<file path="config.mk">
export PLATFORM = sky130hd
export DESIGN_NAME = tx_packet_controller
export DESIGN_NICKNAME = d
export VERILOG_FILES = /design/src/rtl/tx_packet_controller.sv
export SDC_FILE = /design/constraint.sdc
export NUM_CORES = 1
export LEC_CHECK = 0
export CORE_MARGIN = 4
export CORE_UTILIZATION = 51
export CTS_CLUSTER_DIAMETER = 150
export DETAILED_ROUTE_END_ITERATION = 7
export PLACE_DENSITY_LB_ADDON = 0.3
export REMOVE_ABC_BUFFERS = 1
export SLEW_MARGIN = 20
export SYNTH_ARGS = -nofsm -noshare
export SYNTH_HDL_FRONTEND = slang
export SYNTH_SLANG_ARGS = --single-unit
</file>
<file path="constraint.sdc">
create_clock -name clk -period 2.8 [get_ports clk]
set_input_delay 0.42 -clock clk [delete_from_list [all_inputs] [get_ports clk]]
set_output_delay 0.42 -clock clk [all_outputs]
set_load 0.005 [all_outputs]
</file>
<file path="src/rtl/tx_packet_controller.sv">
// Serial packet transmitter: SYNC, PID, FIFO payload and inverted CRC16, sent LSB first
// one bit per downstream bit_ready strobe, closed by a two-strobe EOP.
module tx_packet_controller (
  input  logic        clk,
  input  logic        n_rst,
  input  logic        tx_start,
  input  logic [3:0]  pid,
  input  logic [6:0]  byte_count,
  input  logic [7:0]  fifo_data,
  input  logic        fifo_empty,
  output logic        fifo_read,
  input  logic        bit_ready,
  input  logic [15:0] crc_bytes,
  output logic        crc_reset,
  output logic        crc_new_bit,
  output logic        crc_bit,
  output logic        tx_bit,
  output logic        tx_valid,
  output logic        tx_eop,
  output logic        busy,
  output logic        done,
  output logic        error
);

  typedef enum logic [3:0] {
    IDLE, SYNC, PID, LOAD, DATA, CRC_WAIT, CRC, EOP, DONE
  } state_t;

  state_t      state_q;
  logic [3:0]  pid_q;
  logic [6:0]  bytes_q;
  logic [3:0]  bitcnt_q;
  logic [15:0] sh_q;
  logic        is_data;

  assign is_data = (pid_q == 4'b0011) || (pid_q == 4'b1011);

  always_ff @(posedge clk) begin
    if (!n_rst) begin
      state_q  <= IDLE;
      pid_q    <= '0;
      bytes_q  <= '0;
      bitcnt_q <= '0;
      sh_q     <= '0;
    end else begin
      case (state_q)
        IDLE: if (tx_start) begin
          pid_q    <= pid;
          bytes_q  <= (byte_count > 7'd64) ? 7'd64 : byte_count;
          sh_q     <= 16'h0080;
          bitcnt_q <= '0;
          state_q  <= SYNC;
        end
        SYNC: if (bit_ready) begin
          if (bitcnt_q == 4'd7) begin
            sh_q     <= {8'h00, ~pid_q, pid_q};
            bitcnt_q <= '0;
            state_q  <= PID;
          end else begin
            sh_q     <= {1'b0, sh_q[15:1]};
            bitcnt_q <= bitcnt_q + 4'd1;
          end
        end
        PID: if (bit_ready) begin
          sh_q <= {1'b0, sh_q[15:1]};
          if (bitcnt_q == 4'd7) begin
            bitcnt_q <= '0;
            if (!is_data)            state_q <= EOP;
            else if (bytes_q != '0)  state_q <= LOAD;
            else                     state_q <= CRC_WAIT;
          end else begin
            bitcnt_q <= bitcnt_q + 4'd1;
          end
        end
        LOAD: begin
          bitcnt_q <= '0;
          if (!fifo_empty) begin
            sh_q    <= {8'h00, fifo_data};
            bytes_q <= bytes_q - 7'd1;
            state_q <= DATA;
          end else begin
            state_q <= EOP;
          end
        end
        DATA: if (bit_ready) begin
          sh_q <= {1'b0, sh_q[15:1]};
          if (bitcnt_q == 4'd7) begin
            bitcnt_q <= '0;
            state_q  <= (bytes_q != '0) ? LOAD : CRC_WAIT;
          end else begin
            bitcnt_q <= bitcnt_q + 4'd1;
          end
        end
        CRC_WAIT: begin
          sh_q     <= ~crc_bytes;
          bitcnt_q <= '0;
          state_q  <= CRC;
        end
        CRC: if (bit_ready) begin
          sh_q <= {1'b0, sh_q[15:1]};
          if (bitcnt_q == 4'd15) begin
            bitcnt_q <= '0;
            state_q  <= EOP;
          end else begin
            bitcnt_q <= bitcnt_q + 4'd1;
          end
        end
        EOP: if (bit_ready) begin
          if (bitcnt_q == 4'd1) begin
            bitcnt_q <= '0;
            state_q  <= DONE;
          end else begin
            bitcnt_q <= bitcnt_q + 4'd1;
          end
        end
        DONE:    state_q <= IDLE;
        default: state_q <= IDLE;
      endcase
    end
  end

  // Strobes are gated by n_rst so a reset cycle never pops, clears or pulses anything.
  always_comb begin
    tx_valid    = (state_q != IDLE) && (state_q != DONE);
    busy        = tx_valid;
    tx_eop      = (state_q == EOP);
    done        = n_rst && (state_q == DONE);
    tx_bit      = (tx_valid && !tx_eop) ? sh_q[0] : 1'b1;
    crc_reset   = n_rst && (state_q == IDLE) && tx_start;
    fifo_read   = n_rst && (state_q == LOAD) && !fifo_empty;
    error       = n_rst && (state_q == LOAD) && fifo_empty;
    crc_new_bit = n_rst && (state_q == DATA) && bit_ready;
    crc_bit     = crc_new_bit & sh_q[0];
  end

endmodule

</file>
# Word-level counts from Yosys, hierarchy flattened
# Cells that the tools add are included.
[classes]
order_cmp = 1
n_bitwise = 3
n_addsub = 2
n_reduce_logical = 27
muxes = 34
eq_ne = 28
[op_table]
columns = ["op", "count"]
rows = [
  ["$pmux W16 S5", 1],
  ["$mux W4", 18],
  ["$mux W16", 4],
  ["$pmux W4 S8", 1],
  ["$ne A2 B2 Y1 const B", 11],
  ["$mux W7", 3],
  ["$eq A4 B3 Y1 const B", 5],
  ["$pmux W4 S5", 1],
  ["$not A16 Y16", 1],
  ["$mux W15", 1],
  ["$pmux W7 S2", 1],
  ["$eq A4 B2 Y1 const B", 3],
  ["$eq A4 B4 Y1 const B", 3],
  ["$reduce_and A11 Y1", 1],
  ["$logic_and A1 B1 Y1", 10],
  ["$reduce_and A5 Y1", 2],
  ["$reduce_bool A5 Y1", 2],
  ["$eq A4 B1 Y1 const B", 2],
  ["$gt A7 B7 Y1 const B", 1],
  ["$reduce_bool A7 Y1", 1],
  ["$sub A7 B1 Y7 const B", 1],
  ["$mux W3", 2],
  ["$ne A2 B1 Y1 const B", 3],
  ["$reduce_or A3 Y1", 2],
  ["other kinds (14)", 15],
]
[word_totals]
output_inout_bits = 10
register_bits = 35
inputBits = 40

# Longest topological paths before layout
[depth]
depth_word = 6
ltp_mapped = 9

# Worst setup path before layout
# OpenSTA, ideal clock, no wires.
[synth_path]
path_type = "reg-to-reg"
start = "reg bitcnt_q[0]"
end = "reg state_q[2]"
path_slack_ns = 0.754
path_stages_with_launch = 7
arrival_time_ns = 1.976
setup_time_ns = 0.070
n_path_buf = 0
t_required_ns = 2.730
cell_sequence = "dfxtp_1 > ha_1 > or3b_1 > and2_1 > a311o_1 > or4_1 > a21oi_1"
[synth_via]
elab_chain_cells = 3
[synth_rtl]
columns = ["element", "line", "rtl"]
rows = [
  ["start: declaration", "32", "logic [3:0] bitcnt_q;"],
  ["start signal: assignment", "61", "bitcnt_q <= bitcnt_q + 4'd1;"],
  ["start signal: assignment", "72", "bitcnt_q <= bitcnt_q + 4'd1;"],
  ["start signal: assignment", "91", "bitcnt_q <= bitcnt_q + 4'd1;"],
  ["$eq A4 B4 Y1, or another cell as far along", "101", "if (bitcnt_q == 4'd15) begin"],
  ["$ne A2 B2 Y1 (no line) or $ne A2 B1 Y1 (tied branches)", "n/a", ""],
  ["$reduce_and A11 Y1 (no line) *", "n/a", ""],
  ["end signal: assignment", "89", "state_q <= (bytes_q != '0) ? LOAD : CRC_WAIT;"],
  ["end: declaration", "29", "state_t state_q;"],
]
# Every way passes the cells marked *; elsewhere a longest branch is shown, timed or not.
# A chain may end at the register's enable or synchronous reset.

# Final worst setup path
[layout_path]
start = "reg state_q[0]"
end = "out crc_bit"
[layout_via]
elab_chain_cells = 4
[layout_rtl]
columns = ["element", "line", "rtl"]
rows = [
  ["$eq A4 B3 Y1", "132", "crc_new_bit = n_rst && (state_q == DATA) && bit_ready;"],
  ["$logic_and A1 B1 Y1 (2 in series)", "132", ""],
  ["$and A1 B1 Y1", "133", "crc_bit = crc_new_bit & sh_q[0];"],
  ["end: declaration", "16", "output logic crc_bit,"],
]
# Every way passes these cells.

==> results by stage <==
Setup path:
- The delay contributed by the slowest stage of the critical path is 0.51 ns.
- STA puts the critical path data required time at between 2 and 2.5 ns.
- The kind of start point of the critical path is a register.
- The reg-to-reg endpoint is sh_q[3]$_SDFFE_PN0P_.
- The capturing element type of the critical path is an output pin.
- The depth of the worst register-to-register path is 6.
- By startpoint and endpoint, the worst setup path is classified as register to output pin.
- The startpoint of the worst register-to-register path is state_q[0]$_SDFFE_PN0P_.
- The critical-path cell with the highest stage delay is sky130_fd_sc_hd__dfxtp_1.
- Traced cell by cell, the critical path runs through nor2b_1 -> and4_1 -> and2_1 -> clkdlybuf4s50_1.
- The category of cells accounting for the largest share of critical-path delay is simple AND/OR/NAND/NOR gates.
- The worst register-to-register path has a setup slack of roughly 0.44 ns.
- In this run the worst path has a maximum fanout of 21.
- The number of buffers and inverters on the critical path is 1.
- The critical path data arrival time is 2.19 ns.

STA:
- Setup repair after global routing left no endpoint under its margin.
- The post-route clock skew is around 0.011 ns.
- The number of hold violations in the final report came to 0.
- At the pin with the least slew margin, the transition time is 0.672 ns.
- In the final timing run, aggregate negative setup slack is 0 ns.
- The final cycle utilization of the critical path is 0.931.
- The routed design could run at a clock period as short as between 2 and 3 ns.
- The worst path meets setup with around 0.19 ns of slack.
- The number of pins exceeding their max-slew limit in the final report is 0.
- The worst pin sits at a relative slew slack of 0.549.
- The setup violation total in the final timing report is 0.
- The fmax is between 0.3 and 0.4 GHz.

Global routing:
- The number of antenna violations at the first check in global routing is 0.
- Entering global routing, the biggest net connects 23 pins.
- The first global-routing pass estimated a little under 10,000 microns of wire.
- The number of global-route vias before repair is around 2,200.
- For this run the aggregate overflow at the end of global routing stands at 0.
- The overall track demand over capacity in global routing is 0.221.

Min path:
- The launch instance of the worst min-delay path is bytes_q[5]$_SDFFE_PN0P_.
- Counting instances, the worst hold path has a depth of 2.
- The endpoint of the worst hold-timing path is bytes_q[5]$_SDFFE_PN0P_.
- The path class of the tightest hold or removal check is register to register.

Floorplanning:
- The vertical extent of the die is about 74 microns.
- From left edge to right edge, the die measures about 74 microns.
- The initial utilization of the core area, before any placement, comes to 0.541.
- The floorplan step defined a die boundary enclosing between 5000 and 6000 sq um.
- The I/O pin total is 50.
- The count of standard-cell rows is 23.
- The area of the core region is 4120 sq um.

Clock network:
- The number of clock buffers inserted by TritonCTS is 5.
- The number of cells upsized or downsized after cts is 0.
- Buffers inserted to repair hold after CTS numbered 0.
- The clock reaches the later pin of the worst-skew pair after 0.29 ns.
- The clock drives 35 sinks.
- The clock root buffer is sky130_fd_sc_hd__clkbuf_8.
- The buffer levels on the longest clock path is 2.
- The clock tree synthesis step divided the H-tree into 2 levels.
- Once the clock tree was built, the setup fixing pass inserted 0 buffers.
- TritonCTS built the clock tree.
- After clock tree synthesis, the clock-pin slew on the worst setup and hold paths is approximately 0.070 ns.

Run status:
- The run finished with clean final reports.

Layout:
- The net total in the final layout is roughly 380.
- Summing all multi-input logic gate instances after layout gives approximately 1400 sq um.
- Registers take between 700 and 800 sq um.
- The share of post-route cells with drive strength above 1 is 0.0753.
- The layout has roughly 350 filler cells.
- The layout overhead on the synthesized area is 29.2%.
- The number of diodes added for antenna fixing is 0.
- The count of non-filler cells in the finished layout is about 380.

Pwr:
- The highest ir drop seen on vdd is between 0.3 and 0.4 mV.
- Dividing total power by cell area gives a power density of 772 nW/um^2.
- After layout, the design draws a total of between 2 and 2.5 mW.
- The analysis attributes to cell leakage a power of between 1 and 1.5 nW.

Detailed routing:
- The first-pass detailed-route iteration total is 6.
- The count of vias placed by the detailed router is 2,380.
- Dividing the detail-routed wire length by the instance count gives about 15 microns.
- The detail-routed via count per cell is a little over 6.
- The remaining routing DRC violations is 0.
- The overall routed net length is 5840 microns.
- The first-iteration detailed-routing DRC count is slightly above 300.
- The final antenna-violating net count is 0.

Synthesis:
- Counting distinct cell types in the post-synthesis netlist gives 57.
- The gate count of the mapped netlist is around 280.
- Yosys mapped a number of flops with a built-in enable equal to 0.
- For this run, the number of Yosys warnings is 0.
- The mean area per synthesized cell is about 7.8 sq um.
- The part of the Yosys area used for sequential elements is 0.315.
- The mapped netlist covers 2230 sq um.
- Counting flops and latches in the post-synthesis netlist gives 35.
- The most used flip-flop cell after synthesis is sky130_fd_sc_hd__dfxtp_1.
- After synthesis, the share of flip-flops with an asynchronous set or reset is 0.

Placement:
- The worst setup slack after placement is 0.411 ns.
- The weighted congestion at the end of routability-driven global placement is about 0.87.
- The number of buffers inserted by port buffering is 49.
- Including well taps, the total number of placed cells is about 380.
- The estimated wirelength of the detail-placed design is between 4000 and 5000 microns.

Job:
- Max-cap violations in this run came to 0.
==> per-stage QoR <==
| stage | hold slack, ns | util | cell area, sq um |
|---|---|---|---|
| 4_1_cts | 0.482 | 0.699 | 2880 |
| 2_1_floorplan | 0.454 | - | 2130 |
| 3_3_place_gp | 0.465 | 0.678 | 2790 |
| 5_1_grt | 0.516 | 0.699 | 2880 |
| 3_5_place_dp | 0.472 | 0.678 | 2790 |
| 6_report | 0.480 | 0.699 | 2880 |
==> worst max path at each step <==
stage	startpoint	endpoint	slack, ns	depth (start not counted)
2_1_floorplan	state_q[1]$_SDFFE_PN0P_	bytes_q[3]$_SDFFE_PN0P_	0.58	5
3_3_place_gp	n_rst	crc_reset	0.41	4
3_5_place_dp	n_rst	done	0.41	4
4_1_cts	state_q[0]$_SDFFE_PN0P_	crc_bit	0.22	4
5_1_grt	state_q[0]$_SDFFE_PN0P_	fifo_read	0.06	4
6_report	state_q[0]$_SDFFE_PN0P_	crc_bit	0.19	4
==> tightest hold or removal path, delay by kind of cell, from the launching register on <==
kind	cells	cell delay [ns]
compound gates	2	0.13
flops	1	0.31
==> synthesized netlist by cell type, types with 8 or more instances <==
cell	count	area, sq um
sky130_fd_sc_hd__o21ai_0	12	60.1
sky130_fd_sc_hd__inv_1	11	41.3
sky130_fd_sc_hd__a2bb2oi_1	21	184
sky130_fd_sc_hd__a21oi_1	16	80.1
sky130_fd_sc_hd__dfxtp_1	35	701
sky130_fd_sc_hd__nand3_1	8	40.0
sky130_fd_sc_hd__nor2_1	38	143
sky130_fd_sc_hd__clkbuf_1	10	37.5
sky130_fd_sc_hd__nand2_1	18	67.6
sky130_fd_sc_hd__a222oi_1	8	80.1
sky130_fd_sc_hd__o22ai_1	9	56.3
==> kinds of logic (layout without fill, tap and decap cells) <==
kind of cell / count (synthesis) / after routing / share of synthesized area
flip-flops: 35 / 35 / 0.315
adder cells (fa/ha/maj): 5 / 5 / 0.0270
AND/OR/NAND/NOR: 110 / 110 / 0.257
buffers and inverters: 34 / 82 / 0.0635
AO/OA/AOI/OAI: 96 / 96 / 0.320
multiplexers: 4 / 4 / 0.0180
==> where the power goes <==
group | switching [mW] | total, mW | internal, mW | leakage (nW)
clock network | 0.176 | 0.369 | 0.193 | 0.0470
registers | 0.104 | 0.668 | 0.564 | 0.284
logic | 0.634 | 1.18 | 0.550 | 0.706
==> state kept, by name (all words and copies together) (netlist names) <==
| register | count |
|---|---|
| sh_q | 16 |
| bitcnt_q | 4 |
| state_q | 4 |
| pid_q | 4 |
| bytes_q | 7 |
==> cells in the final DEF, fill, tap and decap left out, types with 7 or more instances in the layout <==
cell	n
sky130_fd_sc_hd__nand3_1	8
sky130_fd_sc_hd__a2bb2oi_1	21
sky130_fd_sc_hd__nor3_1	7
sky130_fd_sc_hd__inv_1	11
sky130_fd_sc_hd__a222oi_1	8
sky130_fd_sc_hd__buf_4	14
sky130_fd_sc_hd__nor2_1	38
sky130_fd_sc_hd__o22ai_1	9
sky130_fd_sc_hd__a21oi_1	16
sky130_fd_sc_hd__dfxtp_1	35
sky130_fd_sc_hd__nand2_1	18
sky130_fd_sc_hd__nor2b_1	7
sky130_fd_sc_hd__clkdlybuf4s50_1	49
sky130_fd_sc_hd__o21ai_0	12
==> layer usage <==
| metal | wire [microns] | GRT usage | up-vias |
|---|---|---|---|
| met5 | 0 | 0 | - |
| met4 | 84 | 0.0765 | 0 |
| met3 | 369 | 0.0500 | 9 |
| met2 | 2680 | 0.349 | 96 |
| met1 | 2710 | 0.298 | 1107 |
| li1 | - | - | 1168 |
==> final cells by class <==
cell class,count,share of cell area
clock buffer,6,0.0287
multi-input combinational,215,0.482
clock inverter,1,0.00174
sequential,35,0.244
tap,50,0.0217
inverter,12,0.0157
timing repair buffer,63,0.207
Note: power is estimated with default switching activity, not from simulation.
